`src/rtl/apb_exit_status.sv`:
```
// apb_exit_status: APB exit-status responder.
// Software writes its final status code to EXIT; the block latches it once and
// presents done_o/status_o to the bench until reset.
// Optional watchdog guarded by the EXIT_WATCHDOG_EN macro: when defined, a
// free-running counter forces an ERROR exit if software never reports.
//
// Register map (PADDR[3:2]):
//   0x0 EXIT       W  (reads return status_o)
//   0x4 INFO       R  bit0 = done_o, bit1 = timeout_o
//   0x8 WDOG_LIMIT RW (reads 0 without the watchdog)
//   0xC WDOG_COUNT R  (reads 0 without the watchdog)
module apb_exit_status #(
    parameter int unsigned APB_ADDR_WIDTH = 12
) (
    input  logic                      HCLK,
    input  logic                      HRESETn,
    input  logic [APB_ADDR_WIDTH-1:0] PADDR,
    input  logic [31:0]               PWDATA,
    input  logic                      PWRITE,
    input  logic                      PSEL,
    input  logic                      PENABLE,
    output logic [31:0]               PRDATA,
    output logic                      PREADY,
    output logic                      PSLVERR,
    output logic                      done_o,
    output logic [31:0]               status_o,
    output logic                      timeout_o
);

    localparam logic [31:0] CODE_SUCCESS = 32'h0000_0000;
    localparam logic [31:0] CODE_FAIL    = 32'h0000_0001;
    localparam logic [31:0] CODE_ERROR   = 32'hFFFF_FFFF;

    localparam logic [1:0] SEL_EXIT  = 2'd0;
    localparam logic [1:0] SEL_INFO  = 2'd1;
    localparam logic [1:0] SEL_LIMIT = 2'd2;
    localparam logic [1:0] SEL_COUNT = 2'd3;

    typedef enum logic {
        ST_RUN  = 1'b0,
        ST_DONE = 1'b1
    } state_t;

    state_t      r_state;
    state_t      w_state_nxt;
    logic [31:0] r_status;

    logic [1:0]  w_sel;
    logic        w_access;
    logic        w_wr;
    logic        w_rd;
    logic        w_in_run;
    logic        w_exit_wr;
    logic [31:0] w_exit_code;
    logic        w_unused;

    // Watchdog-facing signals shared by both build variants
    logic        w_expire;
    logic        w_limit_err;
    logic [31:0] w_wdog_limit;
    logic [31:0] w_wdog_count;
    logic        w_timeout;

    assign w_sel    = PADDR[3:2];
    assign w_access = PSEL & PENABLE;
    assign w_wr     = w_access & PWRITE;
    assign w_rd     = w_access & ~PWRITE;
    assign w_in_run = (r_state == ST_RUN);

    // Only PADDR[3:2] is decoded; the remaining address bits are don't-care
    assign w_unused = ^{PADDR[APB_ADDR_WIDTH-1:4], PADDR[1:0]};

    // An EXIT write is only accepted while no report has been latched yet
    assign w_exit_wr = w_wr & (w_sel == SEL_EXIT) & w_in_run;

    // Map the written value onto the three legal exit codes
    always_comb begin
        w_exit_code = CODE_ERROR;
        if (PWDATA == 32'd0) begin
            w_exit_code = CODE_SUCCESS;
        end else if (PWDATA == 32'd1) begin
            w_exit_code = CODE_FAIL;
        end
    end

`ifdef EXIT_WATCHDOG_EN
    logic [31:0] r_wdog_limit;
    logic [31:0] r_wdog_count;
    logic        r_timeout;
    logic        w_limit_wr;

    assign w_limit_wr = w_wr & (w_sel == SEL_LIMIT) & w_in_run;

    // Expiry is suppressed by a same-edge EXIT write (handled in the FSM) and by
    // a same-edge limit reload, which restarts the count from zero.
    assign w_expire = w_in_run & (r_wdog_limit != '0) & ~w_limit_wr &
                      (r_wdog_count == (r_wdog_limit - 32'd1));

    // Limit register and run-time counter; both freeze once DONE is reached
    always_ff @(posedge HCLK or negedge HRESETn) begin
        if (!HRESETn) begin
            r_wdog_limit <= '0;
            r_wdog_count <= '0;
        end else if (w_in_run) begin
            if (w_limit_wr) begin
                r_wdog_limit <= PWDATA;
                r_wdog_count <= '0;
            end else if (r_wdog_limit != '0) begin
                r_wdog_count <= r_wdog_count + 32'd1;
            end else begin
                r_wdog_count <= '0;
            end
        end
    end

    // Timeout flag records whether DONE was forced by the watchdog
    always_ff @(posedge HCLK or negedge HRESETn) begin
        if (!HRESETn) begin
            r_timeout <= 1'b0;
        end else if (w_in_run && !w_exit_wr && w_expire) begin
            r_timeout <= 1'b1;
        end
    end

    assign w_limit_err  = ~w_in_run;
    assign w_wdog_limit = r_wdog_limit;
    assign w_wdog_count = r_wdog_count;
    assign w_timeout    = r_timeout;
`else
    assign w_expire     = 1'b0;
    assign w_limit_err  = 1'b0;
    assign w_wdog_limit = '0;
    assign w_wdog_count = '0;
    assign w_timeout    = 1'b0;
`endif

    // FSM state register
    always_ff @(posedge HCLK or negedge HRESETn) begin
        if (!HRESETn) begin
            r_state <= ST_RUN;
        end else begin
            r_state <= w_state_nxt;
        end
    end

    // FSM next state: RUN leaves on an EXIT write or watchdog expiry; DONE is absorbing
    always_comb begin
        w_state_nxt = r_state;
        case (r_state)
            ST_RUN: begin
                if (w_exit_wr || w_expire) begin
                    w_state_nxt = ST_DONE;
                end
            end
            ST_DONE: begin
                w_state_nxt = ST_DONE;
            end
            default: begin
                w_state_nxt = ST_RUN;
            end
        endcase
    end

    // Status latches on the same edge as the RUN->DONE transition; EXIT beats expiry
    always_ff @(posedge HCLK or negedge HRESETn) begin
        if (!HRESETn) begin
            r_status <= CODE_ERROR;
        end else if (w_in_run) begin
            if (w_exit_wr) begin
                r_status <= w_exit_code;
            end else if (w_expire) begin
                r_status <= CODE_ERROR;
            end
        end
    end

    // Combinational read mux, driven only during a read access phase
    always_comb begin
        PRDATA = '0;
        if (w_rd) begin
            case (w_sel)
                SEL_EXIT:  PRDATA = r_status;
                SEL_INFO:  PRDATA = {30'd0, w_timeout, ~w_in_run};
                SEL_LIMIT: PRDATA = w_wdog_limit;
                SEL_COUNT: PRDATA = w_wdog_count;
                default:   PRDATA = '0;
            endcase
        end
    end

    // Error response for writes to read-only registers and late reports
    always_comb begin
        PSLVERR = 1'b0;
        if (w_wr) begin
            case (w_sel)
                SEL_EXIT:  PSLVERR = ~w_in_run;
                SEL_INFO:  PSLVERR = 1'b1;
                SEL_LIMIT: PSLVERR = w_limit_err;
                SEL_COUNT: PSLVERR = 1'b1;
                default:   PSLVERR = 1'b0;
            endcase
        end
    end

    assign PREADY    = 1'b1;
    assign done_o    = ~w_in_run;
    assign status_o  = r_status;
    assign timeout_o = w_timeout;

endmodule

```
`config.mk`:
```
export PLATFORM = sky130hd
export DESIGN_NAME = apb_exit_status
export DESIGN_NICKNAME = d
export VERILOG_FILES = /design/src/rtl/apb_exit_status.sv
export SDC_FILE = /design/constraint.sdc
export NUM_CORES = 1
export LEC_CHECK = 0
export ABC_AREA = 1
export CAP_MARGIN = 20
export CORE_UTILIZATION = 28
export CTS_CLUSTER_SIZE = 12
export DETAILED_ROUTE_END_ITERATION = 16
export PLACE_DENSITY = 0.93
export SYNTH_ARGS = -nofsm -noshare
export SYNTH_HDL_FRONTEND = slang
export SYNTH_SLANG_ARGS = --single-unit
```
`constraint.sdc`:
```
create_clock -name HCLK -period 6.8 [get_ports HCLK]
set_input_delay 0.68 -clock HCLK [delete_from_list [all_inputs] [get_ports HCLK]]
set_output_delay 0.68 -clock HCLK [all_outputs]
set_load 0.005 [all_outputs]
```
==> results.ini, run 1 <==
[timing]
worst_clock_skew_ns = 0.003019
setup_tns_ns = 0
final.period_utilization_pct = 44.23
setup_viol = 0
fmax_mhz = 332.5
layout_min_cycle_time_ns = 3.008
hold_viol = 0
rsz0062_at_grt = no
maxSlewViolCount = 0

[power]
power.total_uw = 88.31
leakage_uw = 0.0006814
ir_drop_uv = 42.02
cellPowerDensity_nw_per_um2 = 56.51

[global_routing]
grt-ovfl-total = 0
antenna_found_initial = 0
grt_max_degree = 34
grt_pass1_wl_mm = 2.718
grt_usage_pct = 10.14
grt_pass1_vias = 721

[worst_setup_path]
path_max_fanout = 31
crit_path_end = PRDATA[8]
startpoint_type = primary input
cp.arrival_ns = 2.33
crit_start = PADDR[2]
worstSetupPathType = primary input to output port
reg2regPathDepth = 2
reg2reg_slack_ns = 5.66
end_kind = output port
rr_startpoint = status_o[30]
rr_endpoint = status_o[30]
worst_ep_required_time_ns = 6.12

[final_layout]
syn2layout_area_growth_pct = 73.96
fin_nets = 249
layout-drive-gt1-share_pct = 4.523
antenna_cells = 0

[clock_tree]
cts_resized = 0
cts.sinks = 3
cts_root_buffer = clkbuf_4
postCtsHoldBufs = 0
clock_path_buffers = 2
clk_pin_slew_worst_paths_ns = 0.04
cts_setup_buffers = 0
clkLatencyLatePin_ns = 0.23
cts_tree = yes
ctsHtreeMaxLevel = 1
numCtsBuffers = 3

[floorplanning]
start_util_pct = 29.43
core-area_um2 = 3053
die-area_um2 = 3439
die_h_um = 58.65
pin_count = 117
rows = 20
die_x_um = 58.65

[worst_hold_path]
min-delay-start = status_o[0]
hp-class = flop to flop

[synth]
synth_seq_cells = 3
yosys.area_share.simple_pct = 23.96
ys_seq_area_share_pct = 8.635
synth_nets = 201
synth_compound_area_share_pct = 2.228
yosys.cell_types.count = 14
yosysWarningCount = 0
synthAdderAreaFrac_pct = 0
synth_top_cell_area_share_pct = 51.81
synth_top_family_by_area = buffers and inverters
muxShareOfSynthArea_pct = 0
syn_inst = 152
synth_top_cells_by_area = buf_4 52%, inv_1 13%, nand2_1 12%
synthesis.area_um2 = 898.4
postSynthAreaPerCell_um2 = 5.910
netlist.top_cell.by_area = buf_4
synth-xor-area-share_pct = 0

[drt]
drc = 0
ant_nets = 0
finalWirelength_mm = 1.868
via_per_inst = 3.580
drtIter0Drc = 9
vias = 870
wl_per_cell_um = 7.687
first_pass_iters = 4

[placement]
io_buffer_count = 104
gp_congestion = 0.6465
hpwl_mm = 1.637

[run_status]
status = completed

[run]
timing.max_cap.violations = 0

[worst max-delay path, cell delays in order]
cell,delay (ns)
clkdlybuf4s50_1,0.45
nor2_2,0.17
nand2_1,0.07
nor2_1,0.12
buf_4,0.27
clkdlybuf4s50_1,0.56
[cell usage in the layout (no fill, tap or decap), drive strengths merged]
cell type / count
nand4: 1
o21ai: 2
nand3b: 1
nand3: 3
nor2: 17
nand2: 28
clkdlybuf4s50: 104
inv: 30
dfrtp: 1
dfstp: 2
conb: 2
and2: 1
clkbuf: 4
buf: 1
a21oi: 2
[sequential cells by signal, indices dropped and copies added (netlist names)]
register	count
status_o	2
done_o	1
[cell usage after synthesis]
cell type   n
dfrtp_1     1
inv_1      30
conb_1      2
nand4_2     1
dfstp_2     2
nand2_1    28
a21oi_1     2
and2_1      1
o21ai_0     2
nand3b_1    1
nor2_2      2
buf_4      62
nand3_1     3
nor2_1     15
[metrics by stage]
step | area, um^2 | setup slack, ns | cells | utilization, % | hold WS (ns)
finish | 1563 | 3.792 | 243 | 51.19 | 0.5081
global route | 1563 | 3.707 | 243 | 51.19 | 0.5353
CTS | 1563 | 3.770 | 243 | 51.19 | 0.5059
detailed placement | 1536 | 3.771 | 239 | 50.33 | 0.4991
global placement | 1536 | 3.824 | 239 | 50.33 | 0.4828
floorplan | 898.4 | 3.941 | 152 | - | 0.3844
[final cells by class]
cell class / count / area [um^2]
fillers: 312 / 1490
inverters: 30 / 112.6
multi-input cells: 57 / 242.7
well taps: 44 / 55.05
clock buffers: 4 / 26.28
flip-flops and latches: 3 / 77.57
repair buffers: 105 / 1049
[where the power goes]
part	total, uW	internal (uW)	switching, uW
sequential	19.1	18.4	0.779
combinational	38.4	28.0	10.5
clock	30.7	22.0	8.78
[cell families after synthesis]
group / Yosys count
buffers and inverters: 92
other: 2
DFF: 3
AOI/OAI and AO/OA: 4
and+or+nand+nor: 51
[how the worst min path moves through the flow]
stage,to,slack (ns),cells after the start
after global placement,status_o[0],0.48,2
after CTS,status_o[0],0.51,2
after global routing,status_o[0],0.54,2
final,status_o[0],0.51,2
after floorplan,done_o,0.38,0
after detailed placement,status_o[0],0.50,2
[routing by layer]
metal / vias to the layer above / share of wire (%) / global-route usage [%]
met3: 0 / 9.2 / 2.198
met5: - / 0 / 0
met4: 0 / 0 / 3.741
met1: 351 / 37 / 9.225
li1: 464 / - / -
met2: 55 / 54 / 21.35
No activity file was read; power rests on OpenSTA's default activity.
==> inputs of run 2 (changes only) <==
CORE_UTILIZATION = 23   (was 28)
PLACE_DENSITY = 0.83   (was 0.93)
clock period = 2.5 ns   (was 6.8 ns; I/O delays follow)
==> run 2 against run 1 <==
Against the previous run:
- flip-flop and latch count is the same
- combinational power grew to 2.8 times the previous value
- die area grew 21%
- critical path type unchanged
- core utilization shrank 8.3 points
- routed wire length grew 3.1%
- largest cell class unchanged
==> results.ini, run 2 (same netlist as run 1, synthesis figures left out) <==
[run_status]
status = completed

[placement]
gp_congestion = 0.6602  ; +2.1%
hpwl_mm = 1.664  ; +1.7%
io_buffer_count = 104  ; unchanged

[global_routing]
grt_pass1_wl_mm = 3.091  ; +14%
grt_pass1_vias = 777  ; +7.8%
grt_usage_pct = 9.235  ; -0.91 points
grt-ovfl-total = 0  ; unchanged
grt_max_degree = 33  ; -2.9%
antenna_found_initial = 0  ; unchanged

[worst_setup_path]
path_max_fanout = 31  ; unchanged
crit_top_cell = clkdlybuf4s50_1
reg2reg_slack_ns = 1.44  ; -4.22 ns
max_stage_delay_ns = 0.56  ; about the same
crit_path_end = PRDATA[24]
path_cells = clkdlybuf4s50_1 > nor2_2 > nand2_1 > nor2_1 > buf_4 > clkdlybuf4s50_1
worstSetupPathType = primary input to output port
crit_path_top_delay_cell = clkdlybuf4s50_1
rr_startpoint = status_o[30]
crit_start = PADDR[2]
reg2regPathDepth = 3  ; +1
startpoint_type = primary input
cp.arrival_ns = 1.93  ; -0.40 ns
end_kind = output port
rr_endpoint = status_o[30]
worst_ep_required_time_ns = 2.25  ; -3.87 ns

[floorplanning]
die_h_um = 64.50  ; +10%
die-area_um2 = 4160  ; +21%
start_util_pct = 24.18  ; -5.3 points
rows = 22  ; +10%
core-area_um2 = 3716  ; +22%
die_x_um = 64.50  ; +10%
pin_count = 117  ; unchanged

[clock_tree]
clkLatencyLatePin_ns = 0.21  ; -0.02 ns
clk_pin_slew_worst_paths_ns = 0.03  ; about the same
cts.sinks = 3  ; unchanged
postCtsHoldBufs = 0  ; unchanged
cts_resized = 0  ; unchanged
numCtsBuffers = 3  ; unchanged
cts_setup_buffers = 0  ; unchanged
cts_tree = yes
ctsHtreeMaxLevel = 1  ; unchanged
clock_path_buffers = 2  ; unchanged
cts_root_buffer = clkbuf_8

[final_layout]
fin_nets = 250  ; +0.40%
layout_commonest_cell = clkdlybuf4s50_1
antenna_cells = 0  ; unchanged
layout-drive-gt1-share_pct = 5.000  ; +0.48 points
largest_reg_flops = 2  ; unchanged
syn2layout_area_growth_pct = 77.44
layout_common_cells = 104 x clkdlybuf4s50_1, 30 x inv_1, 28 x nand2_1

[timing]
final.period_utilization_pct = 87.14
whs_ns = 0.2186  ; -0.2895 ns
layout_min_cycle_time_ns = 2.178
setup_tns_ns = 0  ; unchanged
setup_viol = 0  ; unchanged
hold_viol = 0  ; unchanged
maxSlewViolCount = 0  ; unchanged
worst_clock_skew_ns = 0.00007468  ; -0.002944 ns
fmax_mhz = 459.0
rsz0062_at_grt = no

[power]
leakage_uw = 0.0006946  ; +1.9%
cellPowerDensity_nw_per_um2 = 185.0  ; +230%
ir_drop_uv = 140.9  ; +240%

[drt]
vias = 874  ; +0.46%
drc = 0  ; unchanged
wl_per_cell_um = 7.762  ; +0.97%
finalWirelength_mm = 1.925  ; +3.1%
drtIter0Drc = 8  ; -1
via_per_inst = 3.524  ; -1.6%
first_pass_iters = 4  ; unchanged
ant_nets = 0  ; unchanged

[run]
timing.max_cap.violations = 0  ; unchanged

[worst_hold_path]
hp-class = primary input to async pin

run 2: cell types whose count changed in the layout (fill, tap and decap cells not counted), sizes merged:
| cell | before | now |
|---|---|---|
| buf | 1 | 2 |
run 2: final cells by class:
| type | instances | area (um^2) |
|---|---|---|
| timing repair buffer | 106 | 1056 |
| multi-input combinational | 57 | 242.7 |
| clock buffer | 4 | 45.04 |
| inverter | 30 | 112.6 |
| fill | 387 | 2122 |
| tap | 48 | 60.06 |
| sequential | 3 | 77.57 |
run 2: worst min path at each step:
stage | to | slack [ns] | cells after the start
5_1_grt | done_o | 0.22 | 1
3_3_place_gp | done_o | 0.44 | 1
3_5_place_dp | done_o | 0.44 | 1
2_1_floorplan | done_o | -0.05 | 0
4_1_cts | done_o | 0.22 | 1
6_report | done_o | 0.22 | 1
run 2: report_power, final:
part / leakage (uW) / internal (uW) / total, uW / switching, uW
Combinational: 0.000642 / 76.4 / 107 / 30.2
Clock: 0.0000228 / 109 / 138 / 29.6
Sequential: 0.0000294 / 49.9 / 50.2 / 0.263
Total: 0.000695 / 235 / 295 / 60.1
run 2: worst max-delay path, delay by kind of cell:
kind          cells  cell delay [ns]
buf+inv           3             1.28
simple gates      3             0.39
run 2: through the flow:
step | setup WS (ns) | cells | utilization, % | total power [uW] | instance area [um^2]
floorplan | 0.07091 | 152 | - | 88.71 | 898.4
global placement | 0.3898 | 244 | 41.68 | 156.0 | 1549
detailed placement | 0.3135 | 244 | 41.68 | 158.1 | 1549
CTS | 0.3119 | 248 | 42.90 | 301.4 | 1594
global route | 0.2083 | 248 | 42.90 | 317.0 | 1594
finish | 0.3215 | 248 | 42.90 | 294.9 | 1594
run 2: metal layers:
| metal | up-vias | part of all wire, % | track usage, % |
|---|---|---|---|
| met5 | - | 0 | 0 |
| met4 | 0 | 2.0 | 5.000 |
| met3 | 4 | 9.1 | 1.761 |
| met2 | 54 | 53 | 19.08 |
| met1 | 351 | 36 | 8.131 |
| li1 | 465 | - | - |
==> inputs of run 3 (changes only) <==
SKIP_CTS_REPAIR_TIMING = 1   (was default)
==> results of run 3 <==
Final layout, timing and power as in run 2 (identical DEF).
